[src/rtl/priority_arbiter.sv]
// Registered N-port arbiter: fixed or round-robin priority, NONE/REQUEST/ACKNOWLEDGE grant hold.
// Optional grant watchdog (grant_timeout port) enabled by defining PRIORITY_ARBITER_TIMEOUT_EN.
module priority_arbiter #(
   parameter int    PORTS          = 4,
   parameter string TYPE           = "PRIORITY",
   parameter string BLOCK          = "NONE",
   parameter string LSB_PRIORITY   = "LOW",
   parameter int    TIMEOUT_CYCLES = 256
) (
   input  logic                     clk,
   input  logic                     rst,
   input  logic [PORTS-1:0]         request,
   input  logic [PORTS-1:0]         acknowledge,
   output logic [PORTS-1:0]         grant,
   output logic                     grant_valid,
   output logic [$clog2(PORTS)-1:0] grant_encoded
`ifdef PRIORITY_ARBITER_TIMEOUT_EN
   ,
   output logic                     grant_timeout
`endif
);

   localparam int IDX_W       = $clog2(PORTS);
   localparam bit IS_RR       = (TYPE == "ROUND_ROBIN");
   localparam bit IS_LOW      = (LSB_PRIORITY == "LOW");
   localparam int BLK_NONE    = 0;
   localparam int BLK_REQUEST = 1;
   localparam int BLK_ACK     = 2;
   localparam int BLK_MODE    = (BLOCK == "REQUEST")     ? BLK_REQUEST :
                                (BLOCK == "ACKNOWLEDGE") ? BLK_ACK : BLK_NONE;
   localparam logic [IDX_W-1:0] FIXED_START = IS_LOW ? '0 : IDX_W'(PORTS - 1);
   localparam logic [PORTS-1:0] ONE_LSB     = {{(PORTS-1){1'b0}}, 1'b1};

   if (PORTS < 2 || TIMEOUT_CYCLES < 2) begin : g_param_check
      $error("priority_arbiter: PORTS and TIMEOUT_CYCLES must both be >= 2");
   end

   typedef enum logic [0:0] {ST_IDLE = 1'b0, ST_GRANTED = 1'b1} state_t;

   state_t             state_r, state_nxt_s;
   logic [PORTS-1:0]   grant_r, grant_nxt_s;
   logic [IDX_W-1:0]   enc_r, enc_nxt_s;
   logic [IDX_W-1:0]   ptr_r, ptr_nxt_s;
   logic               grant_valid_r;
   logic [IDX_W-1:0]   start_s, win_s;
   logic               found_s, held_req_s, held_ack_s;
   logic               release_s, timeout_s, arbitrate_s, take_s;

   // Walk from lowest to highest priority so the last hit is the winner; returns {found, index}.
   function automatic logic [IDX_W:0] pick_winner(input logic [PORTS-1:0] req,
                                                  input logic [IDX_W-1:0] start);
      logic             found;
      logic [IDX_W-1:0] win;
      logic [IDX_W-1:0] pos;
      int               raw;
      found = 1'b0;
      win   = '0;
      for (int k = PORTS - 1; k >= 0; k--) begin
         raw   = IS_LOW ? int'(start) + k : int'(start) - k + PORTS;
         raw   = (raw >= PORTS) ? raw - PORTS : raw;
         pos   = IDX_W'(raw);
         win   = req[pos] ? pos : win;
         found = found | req[pos];
      end
      return {found, win};
   endfunction

   // Index that follows idx in the priority direction, wrapping at PORTS.
   function automatic logic [IDX_W-1:0] step_index(input logic [IDX_W-1:0] idx);
      int n;
      n = IS_LOW ? int'(idx) + 1 : int'(idx) - 1 + PORTS;
      n = (n >= PORTS) ? n - PORTS : n;
      return IDX_W'(n);
   endfunction

`ifdef PRIORITY_ARBITER_TIMEOUT_EN
   localparam int CNT_W = $clog2(TIMEOUT_CYCLES);
   logic [CNT_W-1:0] cnt_r;
   logic             grant_timeout_r;

   // Watchdog: counts cycles the current grant has been held, cleared on every arbitration.
   always_ff @(posedge clk) begin
      if (rst) begin
         cnt_r           <= '0;
         grant_timeout_r <= 1'b0;
      end else begin
         cnt_r           <= arbitrate_s ? '0 : cnt_r + CNT_W'(1);
         grant_timeout_r <= timeout_s;
      end
   end

   assign grant_timeout = grant_timeout_r;
`endif

   // Next state: decide whether the held grant is released and whether arbitration happens.
   always_comb begin
      start_s            = IS_RR ? ptr_r : FIXED_START;
      {found_s, win_s}   = pick_winner(request, start_s);
      held_req_s         = |(request & grant_r);
      held_ack_s         = |(acknowledge & grant_r);
      release_s          = 1'b0;
      timeout_s          = 1'b0;
      case (state_r)
         ST_IDLE: begin
            release_s = 1'b0;
         end
         ST_GRANTED: begin
            case (BLK_MODE)
               BLK_REQUEST: release_s = ~held_req_s;
               BLK_ACK:     release_s = held_ack_s;
               default:     release_s = 1'b1;
            endcase
`ifdef PRIORITY_ARBITER_TIMEOUT_EN
            timeout_s = ~release_s & (cnt_r == CNT_W'(TIMEOUT_CYCLES - 1));
`endif
         end
         default: begin
            release_s = 1'b1;
         end
      endcase
      arbitrate_s = (state_r == ST_IDLE) | release_s | timeout_s;
      if (arbitrate_s) begin
         state_nxt_s = found_s ? ST_GRANTED : ST_IDLE;
      end else begin
         state_nxt_s = state_r;
      end
   end

   // Next outputs: a new grant moves the round-robin pointer past the winner; holds leave it alone.
   always_comb begin
      take_s = arbitrate_s & found_s;
      if (take_s) begin
         grant_nxt_s = ONE_LSB << win_s;
         enc_nxt_s   = win_s;
         ptr_nxt_s   = IS_RR ? step_index(win_s) : ptr_r;
      end else if (arbitrate_s) begin
         grant_nxt_s = '0;
         enc_nxt_s   = '0;
         ptr_nxt_s   = ptr_r;
      end else begin
         grant_nxt_s = grant_r;
         enc_nxt_s   = enc_r;
         ptr_nxt_s   = ptr_r;
      end
   end

   // State and output registers.
   always_ff @(posedge clk) begin
      if (rst) begin
         state_r       <= ST_IDLE;
         grant_r       <= '0;
         enc_r         <= '0;
         ptr_r         <= '0;
         grant_valid_r <= 1'b0;
      end else begin
         state_r       <= state_nxt_s;
         grant_r       <= grant_nxt_s;
         enc_r         <= enc_nxt_s;
         ptr_r         <= ptr_nxt_s;
         grant_valid_r <= (state_nxt_s == ST_GRANTED);
      end
   end

   assign grant         = grant_r;
   assign grant_valid   = grant_valid_r;
   assign grant_encoded = enc_r;

endmodule

[config.mk]
export PLATFORM = sky130hd
export DESIGN_NAME = priority_arbiter
export DESIGN_NICKNAME = d
export VERILOG_FILES = /design/src/rtl/priority_arbiter.sv
export SDC_FILE = /design/constraint.sdc
export NUM_CORES = 1
export LEC_CHECK = 0
export CORE_AREA = 2 2 39 41
export DETAILED_ROUTE_END_ITERATION = 7
export DIE_AREA = 0 0 41 43
export GPL_ROUTABILITY_DRIVEN = 0
export MAX_ROUTING_LAYER = met4
export PLACE_DENSITY_LB_ADDON = 0.1
export SYNTH_ARGS = -nofsm -noshare
export SYNTH_HDL_FRONTEND = slang
export SYNTH_SLANG_ARGS = --single-unit
[constraint.sdc]
create_clock -name clk -period 1.2 [get_ports clk]
set_input_delay 0.24 -clock clk [delete_from_list [all_inputs] [get_ports clk]]
set_output_delay 0.24 -clock clk [all_outputs]
set_load 0.01 [all_outputs]
======== Yosys cells after proc, flatten, opt, wreduce, memory -nomap -nowiden ========
Cells that the tools add are included.
cells by class
  bitwise logic cells ..................... 6
  reductions and logical operators ........ 1
  shifts and indexed selects .............. 1
  multiplexer cells ....................... 10
operators by type and width
  cell                 number
  $mux 2               6
  $mux 4               2
  $or 1x1->1           4
  $shl 1x2->4 const A  1
  $pmux 1 s2           1
  $reduce_bool 2->1    1
  $and 1x1->1          1
  $mux 1               1
  $not 1->1            1
word-level totals
  word-level logic and storage cells ...... 21
  output and inout port bits .............. 7
  bits of input ports ..................... 10
  register bits ........................... 7

======== Logic depth before layout (Yosys ltp) ========
Gate-level depths: netlist of the first run.
  depth after elaboration ................. 6
  mapped depth ............................ 2
  depth with buffers taken out ............ 2

======== Worst setup path after synthesis of the first run ========
Ideal clock, no wire load.
  kind .................................... input to register
  from .................................... input port request[2]
  to ...................................... register enc_r[0], in the netlist grant_encoded[0]
  buffers on the path ..................... 0
  data required time ...................... 1.121 ns
  arrival time ............................ 0.573 ns
  setup time .............................. 0.079 ns
  slack ................................... 0.547 ns
  stages .................................. 2
  cell sequence ........................... nand2b_1 > a211oi_2
on the way
  cells in the longest elaborated chain, start to end .. 5
  elaborated cells on any way between the ends .. 9
  classes of those cells .................. mux: 4; bitwise: 4; reduce/logical: 1
ends and longest elaborated chain
  what                                         line  source
  start, declared                              12    input logic [PORTS-1:0] request,
  $or 1x1->1 (3 in a row)                      63    found = found | req[pos];
  $and 1x1->1                                  131   take_s = arbitrate_s & found_s;
  $mux 2 or $reduce_bool 2->1 (tied branches)  --
  end signal, assigned                         158   enc_r <= enc_nxt_s;
  end, declared                                42    logic [IDX_W-1:0] enc_r, enc_nxt_s;
Several ways; a longest one is shown, not always the timed one.
A chain may end at the register's enable or synchronous reset.

======== Final worst setup path of the first run ========
  from .................................... register grant_r[1], in the netlist grant[1]
  to ...................................... output port grant[1]
RTL lines
  what                    line  source
  start, declared         41    logic [PORTS-1:0] grant_r, grant_nxt_s;
  start signal, assigned  157   grant_r <= grant_nxt_s;
  end, declared           14    output logic [PORTS-1:0] grant,
No word-level cell between the ends.

==> qor.yml, run 1 <==
setup_path:
  cp-end-kind: "output pin"
  crit_slowest_cell: "dfxtp_1"
  cpPeakStageDelay_ps: 290
  crit_fanout: 1
  criticalPathCategory: "reg2out"
  endpoint: "grant[1]"
  crit_cells: 1
  crit_buf_inv: 1
  path_cells: "dlygate4sd2_1"
  cp.arrival_ps: 810
  required_ps: 960
  worst_setup_path_start_kind: "register"
  crit_family: "flip-flops"
  cp-startpoint: "grant[1]"
clock_tree:
  cts_sinks: 7
  clockRootBuffer: "clkbuf_4"
  clock_path_buffers: 2
  tritoncts: "built"
  ctsResizeCount: 7
  cts_buffers: 3
  ctsHoldBuffers: 0
  cts.clk_slew.worst_paths_ps: 50
  htreeDepth: 1
  post_cts_buffers: 0
routing:
  vias: 192
  wirelength_um: 411
  drc: 0
  ant_nets: 0
  viasPerCell: 3.84
  drt-pass1-iter-count: 3
  route.detailed.wl_per_inst_um: 8.22
  drtIter0Drc: 4
timing:
  final-hold-violation-count: 0
  grt_setup_unrepaired: "no"
  relSlewSlack_pct: 81.3
  worst_slew_pin_slew_ps: 280
  layout_min_cycle_time_ps: 1050
  fin_crit_sh_pct: 87.3
  drv_slew: 0
  fmax_ghz: 0.955
  setup_tns_ps: 0
  setup_violations: 0
placement:
  portBuffers: 12
  hpwlAfterDp_um: 311
  placed_area_um2: 354
run_status:
  status: "completed"
layout:
  drive_above_1_share_pct: 14.7
  regArea_um2: 140
  layout.nets: 45
  multi_input_area_um2: 70.1
  antenna_cells: 0
  area_growth_pct: 73.7
  fillers: 157
  design_area_um2: 372
floorplan:
  fp.dieW_um: 41
  initial_core_util_pct: 15.5
  rows: 14
  ios: 17
  die_area_um2: 1760
  core-area_um2: 1380
  fp.dieH_um: 43
yosys:
  yosysUniqueCellTypes: 10
  synth_fp_nets: 28
  yosysSeqAreaShare_pct: 65.5
  netlist_area_um2: 214
  yosysWarnings: 0
  synth_seq_cells: 7
  netlist_instances: 18
  syn_area_per_cell_um2: 11.9
min_path:
  hp-class: "in2reg"
run:
  cap_viol_max_count: 0
global_route:
  groute.usage.overall_pct: 6.39
  antenna_found_initial: 0
  grt_max_degree: 8
  grt_pass1_wl_um: 641
  grt_pass1_vias: 170
  gr-total-overflow: 0
pwr:
  p_leak_nw: 0.164
  power_density_nw_per_um2: 1370
  ir_worst_vdd_uv: 372
power breakdown:
part | internal, mW | switching, mW
Sequential | 0.242 | 0.00164
Combinational | 0.0301 | 0.0250
Clock | 0.127 | 0.0817
metal layers:
layer / up-vias / share of wire (%) / GRT usage, %
li1: 98 / - / -
met1: 84 / 46 / 6.15
met2: 10 / 41 / 6.88
met3: 0 / 13 / 4.71
met4: 0 / 0 / 8.00
met5: - / 0 / -
through the flow:
step | cells | utilization, % | hold WS, ps | worst slack (ps) | power [mW]
2_1_floorplan | 18 | - | 305 | 547 | 0.266
6_report | 50 | 26.9 | 628 | 153 | 0.507
3_5_place_dp | 46 | 25.6 | 884 | 9.14 | 0.312
4_1_cts | 50 | 26.9 | 621 | 136 | 0.522
3_3_place_gp | 46 | 25.6 | 888 | -19.8 | 0.311
5_1_grt | 50 | 26.9 | 641 | 99.2 | 0.544
area by class of cell:
class / instances / share of cell area [%]
tap: 16 / 5.39
clock buffer: 4 / 7.07
multi-input combinational: 10 / 18.9
inverter: 1 / 1.01
timing repair buffer: 12 / 30.0
sequential: 7 / 37.7
placed cells by master, fill, tap and decap left out:
master	count
dfxtp_1	7
dlygate4sd2_1	7
clkdlybuf4s50_1	5
clkbuf_4	3
nor2_1	2
nor4_1	2
inv_1	1
nand2b_1	1
a211oi_2	1
nor4b_2	1
nor3_1	1
nor2b_1	1
a21oi_1	1
clkbuf_1	1
state kept, by name, indices dropped and copies added, names as in the netlist:
register       cells
grant_encoded      2
state_r            1
grant              4
cell families (layout without fill, tap and decap cells):
logic type / Yosys count / count (layout) / synth area share, %
compound gates: 2 / 2 / 8.18
simple gates: 8 / 8 / 24.6
buf+inv: 1 / 17 / 1.75
flops: 7 / 7 / 65.5
how the worst min path moves through the flow:
stage	startpoint	end	slack, ps	depth (start not counted)
final	request[3]	grant[3]	630	3
after global routing	request[2]	grant[2]	640	2
after CTS	request[3]	grant[3]	620	3
after detailed placement	request[3]	grant[3]	880	3
after global placement	request[2]	grant[2]	890	2
after floorplan	request[0]	grant_encoded[0]	300	1
tightest hold or removal path, cell delays in order:
cell and delay [ps]:
clkdlybuf4s50_1 420, nand2b_1 120, nor4_1 50
Yosys cell counts:
| library cell | instances | area, um2 |
|---|---|---|
| dfxtp_1 | 7 | 140 |
| nor2_1 | 2 | 7.51 |
| nor4_1 | 2 | 12.5 |
| a211oi_2 | 1 | 12.5 |
| a21oi_1 | 1 | 5.00 |
| inv_1 | 1 | 3.75 |
| nand2b_1 | 1 | 6.26 |
| nor2b_1 | 1 | 6.26 |
| nor3_1 | 1 | 5.00 |
| nor4b_2 | 1 | 15.0 |
Note: power is estimated with default switching activity, not from simulation.
==> inputs of run 2 (changes only) <==
==> constraint.sdc (replaced) <==
create_clock -name clk -period 1 [get_ports clk]
set_input_delay 0.2 -clock clk [delete_from_list [all_inputs] [get_ports clk]]
set_output_delay 0.2 -clock clk [all_outputs]
set_load 0.01 [all_outputs]
==> run 2 against run 1 <==
Compared with the run above:
- final cell count increased by 2.0%
- worst hold slack got worse by 40 ps
- total power increased by 21%
- sequential power increased by 20%
- critical path depth increased by 1
- utilization decreased by 1.3 points
- combinational power increased by 20%
- first-iteration DRC count decreased by 50%
- final area decreased by 4.7%
- critical endpoint is now grant_encoded[1]
- largest power group unchanged
==> qor.yml, run 2 (synthesis gave the netlist of run 1 again) <==
layout:
  antenna_cells: 0
  layout_common_cells: "7 x dfxtp_1, 5 x clkdlybuf4s50_1, 5 x clkbuf_2"
  drive_above_1_share_pct: 40.0
  area_growth_pct: 65.5
  design_area_um2: 354
  mostFrequentLayoutCell: "dfxtp_1"
  fillers: 155
  largest_reg_flops: 4
  layout.nets: 46
setup_path:
  crit_buf_inv: 1
  crit_slowest_cell: "clkdlybuf4s50_1"
  crit_fanout: 7
  path_cells: "clkdlybuf4s50_1 -> nor4_1"
  crit_cells: 2
  crit_family: "buffers and inverters"
  worst_setup_path_start_kind: "input pin"
  criticalPathCategory: "in2reg"
  cp-end-kind: "register"
  cp.arrival_ps: 1040
  cpPeakStageDelay_ps: 530
  required_ps: 1150
pwr:
  p_sw_share_pct: 22.8
  ir_worst_vdd_uv: 495
  p_int_uw: 472
  p_leak_nw: 0.154
  power.share.sequential_pct: 47.9
  clkPwrFrac_pct: 41.3
  power_density_nw_per_um2: 1730
  power_frac_comb_pct: 10.8
  p_switching_uw: 139
floorplan:
  core-area_um2: 1380
  die_area_um2: 1760
  fp.dieH_um: 43
  ios: 17
  fp.dieW_um: 41
  rows: 14
  initial_core_util_pct: 15.5
routing:
  drtIter0Drc: 2
  drc: 0
  ant_nets: 0
  drt-pass1-iter-count: 2
  viasPerCell: 3.88
  wirelength_um: 425
  vias: 198
  route.detailed.wl_per_inst_um: 8.33
timing:
  drv_slew: 0
  grt_setup_unrepaired: "no"
  setup_violations: 0
  layout_min_cycle_time_ps: 894
  final-hold-violation-count: 0
  worst_slew_pin_slew_ps: 280
  setup_tns_ps: 0
  fin_crit_sh_pct: 89.4
  relSlewSlack_pct: 81.3
  fmax_ghz: 1.12
clock_tree:
  ctsHoldBuffers: 0
  cts_sinks: 7
  post_cts_buffers: 0
  tritoncts: "built"
  htreeDepth: 1
  cts.clk_slew.worst_paths_ps: 60
  cts_buffers: 3
  clock_path_buffers: 2
  clockRootBuffer: "clkbuf_4"
run_status:
  status: "completed"
min_path:
  worst_hold_path.endpoint: "grant[2]"
  whs_path_depth: 2
  hp-class: "in2reg"
  hp-start: "request[2]"
global_route:
  grt_pass1_vias: 164
  antenna_found_initial: 0
  gr-total-overflow: 0
  groute.usage.overall_pct: 6.08
  grt_max_degree: 8
  grt_pass1_wl_um: 621
placement:
  placed_area_um2: 362
  portBuffers: 12
run:
  cap_viol_max_count: 0
[run 2: cell count changes in the layout (fill, tap and decap cells not counted), sizes merged]
cell         change
clkbuf           +4
dlygate4sd2      -7
buf              +3
clkinv           +1
[run 2: per-stage QoR]
step	std cells	total power [mW]	util [%]	worst slack (ps)	hold slack, ps
3_5_place_dp	47	0.378	26.1	-168	846
5_1_grt	51	0.654	25.6	42.0	587
6_report	51	0.612	25.6	106	588
4_1_cts	51	0.631	28.3	0.880	579
3_3_place_gp	47	0.377	26.1	-169	848
2_1_floorplan	18	0.320	-	387	265
[run 2: power groups by stage]
| stage | Combinational [mW] | Clock [mW] | Sequential (mW) |
|---|---|---|---|
| after floorplan | 0.0141 | 0 | 0.306 |
| after global placement | 0.0778 | 0 | 0.299 |
| after detailed placement | 0.0782 | 0 | 0.299 |
| after CTS | 0.0731 | 0.265 | 0.293 |
| after global routing | 0.0721 | 0.288 | 0.294 |
| final | 0.0662 | 0.252 | 0.293 |
[run 2: cell type report]
cell class | count | area (um2) | share of cell area [%]
flip-flops and latches | 7 | 140 | 39.6
repair buffers | 13 | 92.6 | 26.1
multi-input cells | 10 | 70.1 | 19.8
clock buffers | 3 | 22.5 | 6.36
well taps | 16 | 20.0 | 5.65
clock inverters | 1 | 5.00 | 1.41
inverters | 1 | 3.75 | 1.06
[run 2: routing by layer]
layer | track usage [%] | part of all wire (%)
met1 | 4.84 | 40
met2 | 8.13 | 45
met3 | 6.28 | 14
met4 | 4.00 | 0
met5 | - | 0
[run 2: worst max-delay path by stage]
stage / end / startpoint
final: grant_encoded[1] / request[0]
after detailed placement: grant_encoded[1] / request[0]
after floorplan: grant_encoded[0] / request[2]
after CTS: grant[1] / grant[1]
after global placement: grant[3] / request[0]
after global routing: grant_encoded[1] / request[0]
[run 2: repair_timing]
action | in CTS | in global routing
cloned | 0 | 0
endpoints found under the hold margin | 0 | 0
setup endpoints to repair | 7 | 7
gates resized for setup | 16 | 7
pin swaps | 0 | 0
